**src/rtl/dog_sprite_addr_gen.sv**
```systemverilog
// Dog sprite ROM address generator: hit test and pixel address from the scan position,
// animation frame sequencing on frame_tick, and a dog_on flag aligned to the ROM output.
module dog_sprite_addr_gen #(
  parameter int unsigned SPR_W     = 110,
  parameter int unsigned SPR_H     = 86,
  parameter int unsigned FRAME_DIV = 8
) (
  input  logic        clock,
  input  logic        reset_n,
  input  logic        frame_tick,
  input  logic [9:0]  draw_x,
  input  logic [9:0]  draw_y,
  input  logic [9:0]  dog_x,
  input  logic [9:0]  dog_y,
  input  logic        mode,
  input  logic        face_left,
  input  logic        anim_en,
  output logic [4:0]  frame,
  output logic [13:0] address,
  output logic        dog_on
);

  typedef enum logic [0:0] {StWalk, StSniff} anim_state_e;

  localparam logic [10:0] SprW11  = 11'(SPR_W);
  localparam logic [10:0] SprH11  = 11'(SPR_H);
  localparam logic [13:0] SprW14  = 14'(SPR_W);
  localparam logic [7:0]  DivLast = 8'(FRAME_DIV - 1);

  // Hit test in 11 bits so dog_x + SPR_W never wraps back onto column 0
  logic [10:0] x_ext, y_ext, dx_ext, dy_ext;
  logic [10:0] x_off, y_off, col_c;
  logic        hit;
  logic [13:0] addr_c;

  always_comb begin
    x_ext  = {1'b0, draw_x};
    y_ext  = {1'b0, draw_y};
    dx_ext = {1'b0, dog_x};
    dy_ext = {1'b0, dog_y};
    x_off  = x_ext - dx_ext;
    y_off  = y_ext - dy_ext;
    hit    = (x_ext >= dx_ext) && (x_ext < dx_ext + SprW11) &&
             (y_ext >= dy_ext) && (y_ext < dy_ext + SprH11);
    col_c  = face_left ? (SprW11 - 11'd1 - x_off) : x_off;
    addr_c = hit ? (14'(y_off) * SprW14 + 14'(col_c)) : 14'd0;
  end

  logic [13:0] address_q;
  logic        hit_q, dog_on_q;

  always_ff @(posedge clock or negedge reset_n) begin
    if (!reset_n) begin
      address_q <= '0;
      hit_q     <= 1'b0;
      dog_on_q  <= 1'b0;
    end else begin
      address_q <= addr_c;
      hit_q     <= hit;
      dog_on_q  <= hit_q;
    end
  end

  // Animation sequencer; everything moves only on frame_tick
  anim_state_e state_q, state_d, mode_state;
  logic [4:0]  frame_q, frame_d;
  logic [7:0]  cnt_q, cnt_d;

  always_ff @(posedge clock or negedge reset_n) begin
    if (!reset_n) begin
      state_q <= StWalk;
      frame_q <= '0;
      cnt_q   <= '0;
    end else begin
      state_q <= state_d;
      frame_q <= frame_d;
      cnt_q   <= cnt_d;
    end
  end

  always_comb begin
    state_d    = state_q;
    frame_d    = frame_q;
    cnt_d      = cnt_q;
    mode_state = mode ? StSniff : StWalk;
    if (frame_tick) begin
      if (mode_state != state_q) begin
        state_d = mode_state;
        cnt_d   = '0;
        frame_d = mode ? 5'd4 : 5'd0;
      end else if (anim_en) begin
        if (cnt_q == DivLast) begin
          cnt_d = '0;
          unique case (state_q)
            StWalk:  frame_d = (frame_q == 5'd3) ? 5'd0 : frame_q + 5'd1;
            StSniff: frame_d = (frame_q == 5'd4) ? 5'd5 : 5'd4;
            default: frame_d = 5'd0;
          endcase
        end else begin
          cnt_d = cnt_q + 8'd1;
        end
      end
    end
  end

  assign frame   = frame_q;
  assign address = address_q;
  assign dog_on  = dog_on_q;

endmodule

```
**config.mk**
```make
export PLATFORM = sky130hd
export DESIGN_NAME = dog_sprite_addr_gen
export DESIGN_NICKNAME = d
export VERILOG_FILES = /design/src/rtl/dog_sprite_addr_gen.sv
export SDC_FILE = /design/constraint.sdc
export NUM_CORES = 1
export LEC_CHECK = 0
export ABC_AREA = 1
export ABC_CLOCK_PERIOD_IN_PS = 2300
export CAP_MARGIN = 20
export CELL_PAD_IN_SITES_DETAIL_PLACEMENT = 0
export CELL_PAD_IN_SITES_GLOBAL_PLACEMENT = 2
export CORE_MARGIN = 10
export CORE_UTILIZATION = 30
export CTS_BUF_LIST = sky130_fd_sc_hd__clkbuf_16
export CTS_CLUSTER_SIZE = 8
export DETAILED_ROUTE_END_ITERATION = 16
export GPL_TIMING_DRIVEN = 0
export PLACE_DENSITY_LB_ADDON = 0.1
export SYNTH_ARGS = -nofsm -noshare
export SYNTH_HDL_FRONTEND = slang
export SYNTH_SLANG_ARGS = --single-unit
```
**constraint.sdc**
```tcl
create_clock -name clock -period 2.3 [get_ports clock]
set_input_delay 0.69 -clock clock [delete_from_list [all_inputs] [get_ports clock]]
set_output_delay 0.69 -clock clock [all_outputs]
set_load 0.005 [all_outputs]
```
==> flow_summary.json, run 1 <==
{
  "grt_pass1_wl_um": 24100,
  "worst-path-buf-inv": 6,
  "finalMaxSlewViolations": 0,
  "cp_max_fo": 5,
  "tns_ns": -28.86,
  "cts.sinks": 30,
  "layout-drive-gt1-share_pct": 29.3,
  "pin_count": 66,
  "postRouteAntennaNets": 0,
  "ys_async_sr_fraction_pct": 100,
  "drc": 0,
  "critPathArrivalTime_ns": 5.56,
  "wl_per_cell_um": 12.7,
  "post-dp-hpwl_um": 11300,
  "min_period_ns": 5.41,
  "die_area_mm2": 0.0228,
  "antenna_found_initial": 0,
  "start_kind": "input port",
  "finalHoldViolCount": 0,
  "avgSynthCellArea_um2": 6.98,
  "coreArea_mm2": 0.0167,
  "track_usage_pct": 12.5,
  "synthDistinctLibCells": 40,
  "synth_nets": 886,
  "antenna_cells": 0,
  "first_iter_violations": 139,
  "critPathKind": "input port to register",
  "fin_crit_sh_pct": 235,
  "cap_violations": 0,
  "crit_required_ns": 2.46,
  "skew_ns": 0.00790,
  "h-tree-depth": 2,
  "synth_xor_area_share_pct": 8.44,
  "grt_pass1_vias": 5174,
  "hold_buffers": 0,
  "place.port_buffers": 65,
  "fmax_mhz": 185,
  "area_growth_pct": 50.7,
  "die_w_um": 151,
  "finalSetupViolations": 15,
  "cts_tree": "done",
  "cp_slowest_cell": "fa_1",
  "numCtsBuffers": 5,
  "synthAdderAreaFrac_pct": 27.9,
  "worst_slack_ns": -3.11,
  "end_kind": "register",
  "grt_max_degree": 21,
  "place_congestion": 0.841,
  "rsz0062_at_grt": "yes",
  "clockRootBuffer": "clkbuf_16",
  "rows": 47,
  "yosys.area.top_type": "ha_1",
  "max_slew_margin_pct": 58.6,
  "cp_slowest_stage_delay_ns": 0.52,
  "status": "complete, but fails checks",
  "tightest_slew_ns": 0.620,
  "hold_path.class": "register to register",
  "ys_ff_latch": 30,
  "synth_area_mm2": 0.00516,
  "synth_cells": 739,
  "routed_wl_um": 14000,
  "synth_top_area_share_pct": 18.9,
  "yosys_warnings": 0,
  "violations": "negative setup slack",
  "ys_seq_area_share_pct": 14.6,
  "crit_family": "adder cells",
  "synth-simple-area-share_pct": 28.4,
  "clock_latency_ns": 0.27,
  "vias": 4923,
  "drt_pass1_iterations": 6,
  "cts.clk_slew.worst_paths_ns": 0.05,
  "grt_overflow": 0,
  "nNetsFinal": 1030,
  "viasPerCell": 4.46,
  "initial_core_util_pct": 30.9,
  "cts_buffer_depth": 2,
  "die_h_um": 151,
  "holdWs_ns": 0.344,
  "synth_compound_area_share_pct": 9.12,
  "synth.mux.area_fraction_pct": 0,
  "synth_ff_type": "dfrtp_1",
  "synth_edf_count": 0,
  "multi_input_area_mm2": 0.00472,
  "n_fill_cell": 1655,
  "synth_top_family_by_area": "simple AND/OR/NAND/NOR gates",
  "netlist_top_cells_area": "ha_1 (19%), dfrtp_1 (15%), nand2_1 (13%)",
  "regArea_um2": 751
}
## area by class of cell
| class | count | share of cell area (%) |
|---|---|---|
| Inverter | 152 | 7.90 |
| Clock inverter | 3 | 0.161 |
| Clock buffer | 5 | 1.61 |
| Timing Repair Buffer | 137 | 16.0 |
| Buffer | 2 | 0.402 |
| Sequential cell | 30 | 9.66 |
| Multi-Input combinational cell | 555 | 60.7 |
| Tap cell | 220 | 3.54 |
## stage by stage
stage | area, um2 | cells | util [%] | setup WS (ns)
after CTS | 7570 | 1096 | 45.3 | -3.09
after global placement | 6310 | 1024 | 37.8 | -4.18
after detailed placement | 6340 | 1025 | 37.9 | -4.21
final | 7770 | 1104 | 46.5 | -3.11
after global routing | 7770 | 1104 | 46.5 | -3.33
after floorplan | 5380 | 739 | - | -3.05
## state kept, by name, summed over array words and instances, names as in the netlist
register	cells
dog_on	1
address	14
frame	5
cnt_q	8
hit_q	1
state_q	1
## cells in the final DEF (no fill, tap or decap), drive strengths merged, types with 7 or more instances in the layout
master         Yosys  layout
buf                2      85
dlygate4sd2        0       7
xnor2             15      15
o21ai             20      20
xor2              33      33
nor2              62      62
ha                78      78
fa                23      23
nand3             47      47
a21o              10      10
inv              152     152
a21oi             37      37
nand4             12      12
dfrtp             30      30
clkdlybuf4s50      0      41
nor3              13      13
nand2            182     182
## layer usage
metal | GRT usage [%] | part of all wire [%] | wire, um | vias up
met5 | 0 | 0 | 0 | -
met4 | 2.60 | 1.5 | 204 | 0
met3 | 1.85 | 3.4 | 480 | 12
met2 | 21.0 | 48 | 6680 | 64
met1 | 16.6 | 47 | 6610 | 2221
li1 | - | - | - | 2626
## cell usage after synthesis (2+ instances only)
cell type and number:
nor2_1 51, inv_1 150, dfrtp_1 30, fa_1 23
o21ai_1 2, nand3_1 45, xor2_2 2, o21ai_0 17
nor2_4 9, a21o_2 2, inv_2 2, xor2_1 31
nand3b_1 6, xnor2_1 15, a31oi_1 4, o21bai_1 3
a21o_1 8, nand3_2 2, nor2_2 2, ha_1 78
nand4_1 11, nor3_1 12, nand2_1 179, a21oi_1 36
nand2_2 3, o22ai_1 2
## cells by family after synthesis
logic type / count (synthesis)
AOI/OAI and AO/OA: 81
xor gates and xnor gates: 48
adders and majority gates: 101
buffers and inverters: 154
DFF: 30
and+or+nand+nor: 325
## worst paths after layout
path,start,end,slack (ns),depth (start not counted)
max reg2reg,state_q$_DFFE_PN0P_,cnt_q[7]$_DFFE_PN0P_,0.66,9
min reg2reg,hit_q$_DFF_PN0_,dog_on$_DFF_PN0_,0.34,0
max in group asynchronous,reset_n,cnt_q[7]$_DFFE_PN0P_,0.98,2
min,hit_q$_DFF_PN0_,dog_on$_DFF_PN0_,0.34,0
max,draw_y[0],address[12]$_DFF_PN0_,-3.11,29
min in group asynchronous,reset_n,address[2]$_DFF_PN0_,0.81,1
## what timing repair did
action | CTS | global route
gates cloned | 1 | 0
setup buffers | 62 | 8
pin swaps | 82 | 29
endpoints found under the setup margin | 15 | 22
resized for setup | 205 | 29
Power of run 1 is not shown: default switching activity piles up to over one toggle a cycle in this logic, so the estimate is an artifact.
==> run 2, diff against run 1 <==
CELL_PAD_IN_SITES_DETAIL_PLACEMENT = default   (was 0)
CELL_PAD_IN_SITES_GLOBAL_PLACEMENT = default   (was 2)
PLACE_DENSITY_LB_ADDON = default   (was 0.1)
==> flow_summary.json, run 2 (synthesis gave the netlist of run 1 again) <==
{
  "status": "complete, but fails checks",
  "violations": "negative setup slack",
  "rows": 47,
  "grt_pass1_wl_um": 22300,
  "min_period_ns": 5.37,
  "die_area_mm2": 0.0228,
  "gr-usage-met2_pct": 21.0,
  "cap_violations": 0,
  "vias": 4956,
  "largest_reg_flops": 14,
  "numCtsBuffers": 5,
  "end_kind": "register",
  "place_congestion": 0.842,
  "place.port_buffers": 65,
  "tns_ns": -26.69,
  "grt_overflow": 0,
  "grt_pass1_vias": 5025,
  "nNetsFinal": 1021,
  "critPathArrivalTime_ns": 5.59,
  "cts.sinks": 30,
  "hold_buffers": 0,
  "cp_slowest_cell": "fa_1",
  "finalHoldViolCount": 0,
  "use_met3_pct": 1.73,
  "clock_latency_ns": 0.28,
  "grt_most_used_layer": "met2",
  "start_kind": "input port",
  "skew_ns": 0.00537,
  "tightest_slew_ns": 0.604,
  "fmax_mhz": 186,
  "cp_slowest_stage_delay_ns": 0.52,
  "die_h_um": 151,
  "fin_crit_sh_pct": 234,
  "worst_slack_ns": -3.07,
  "track_usage_pct": 11.6,
  "grtUsageMet1_pct": 14.0,
  "timing.critical_path.mode_cell": "nand2_1",
  "h-tree-depth": 2,
  "drt_pass1_iterations": 6,
  "clockRootBuffer": "clkbuf_16",
  "cts.clk_slew.worst_paths_ns": 0.05,
  "regArea_um2": 751,
  "pin_count": 66,
  "grt_max_degree": 21,
  "cp_max_fo": 5,
  "n_fill_cell": 1657,
  "area_growth_pct": 49.5,
  "critPathKind": "input port to register",
  "rsz0062_at_grt": "yes",
  "finalSetupViolations": 15,
  "post-dp-hpwl_um": 10400,
  "holdCritStartpoint": "hit_q$_DFF_PN0_",
  "max_slew_margin_pct": 59.6,
  "die_w_um": 151,
  "cts_tree": "done",
  "r2r_start": "state_q$_DFFE_PN0P_",
  "multi_input_area_mm2": 0.00472,
  "crit_start": "draw_y[0]",
  "routed_wl_um": 13400,
  "final_common_cell": "nand2_1",
  "viasPerCell": 4.53,
  "postRouteAntennaNets": 0,
  "antenna_cells": 0,
  "layout-drive-gt1-share_pct": 28.6,
  "finalMaxSlewViolations": 0,
  "antenna_found_initial": 0,
  "hold_path.class": "register to register",
  "drc": 0,
  "initial_core_util_pct": 30.9,
  "layout_common_cells": "nand2_1 (161), inv_1 (121), buf_4 (49), ha_1 (46)",
  "cts_buffer_depth": 2,
  "crit_required_ns": 2.51,
  "first_iter_violations": 140,
  "wl_per_cell_um": 12.2,
  "coreArea_mm2": 0.0167
}
==> run 2: changes by cell type in the layout (fill, tap and decap cells not counted), moves of 3 or more <==
| cell | change |
|---|---|
| nor2_1 | -4 |
| buf_2 | -5 |
| nor2_2 | +6 |
| buf_6 | +5 |
| clkdlybuf4s15_1 | +3 |
| nand2_2 | -3 |
| a21oi_2 | -4 |
| buf_4 | -12 |
==> run 2: area by class of cell <==
| class | instances | area share, % |
|---|---|---|
| Multi-Input combinational cell | 555 | 61.2 |
| Sequential cell | 30 | 9.74 |
| Clock buffer | 5 | 1.62 |
| Timing Repair Buffer | 128 | 15.3 |
| Tap cell | 220 | 3.57 |
| Buffer | 2 | 0.406 |
| Inverter | 152 | 7.98 |
| Clock inverter | 3 | 0.211 |
==> run 2: final timing paths <==
path | end | slack [ns] | cells after the start
max | address[12]$_DFF_PN0_ | -3.07 | 30
min | dog_on$_DFF_PN0_ | 0.36 | 0
max reg2reg | cnt_q[6]$_DFFE_PN0P_ | 0.67 | 9
min reg2reg | dog_on$_DFF_PN0_ | 0.36 | 0
max in group asynchronous | address[4]$_DFF_PN0_ | 1.00 | 2
min in group asynchronous | frame[0]$_DFFE_PN0P_ | 0.80 | 1
==> run 2: critical path: cells and delay by family <==
family / cells / cell delay (ns)
and+or+nand+nor: 11 / 1.02
buffers and inverters: 6 / 0.36
xor gates and xnor gates: 2 / 0.34
AOI/OAI and AO/OA: 4 / 0.50
adders and majority gates: 7 / 2.69
==> run 2: through the flow <==
step / setup slack (ns) / util [%] / hold WS, ns / cells / cell area (um2)
5_1_grt: -3.32 / 46.2 / 0.377 / 1095 / 7710
3_5_place_dp: -4.07 / 37.9 / 0.352 / 1025 / 6340
4_1_cts: -3.02 / 43.3 / 0.364 / 1081 / 7240
2_1_floorplan: -3.05 / - / 0.331 / 739 / 5380
3_3_place_gp: -4.01 / 37.8 / 0.333 / 1024 / 6310
6_report: -3.07 / 46.2 / 0.357 / 1095 / 7710
==> run 2: what timing repair did <==
action	in CTS	in global routing
setup buffers	48	14
pin swaps	74	47
endpoints found under the setup margin	15	19
resized for setup	150	82
==> run 2: layer usage <==
layer / routed length, um / vias to the layer above
met3: 551 / 15
met5: 0 / -
li1: - / 2616
met4: 218 / 0
met2: 6600 / 91
met1: 6040 / 2234
Power of run 2 is left out for the same reason.
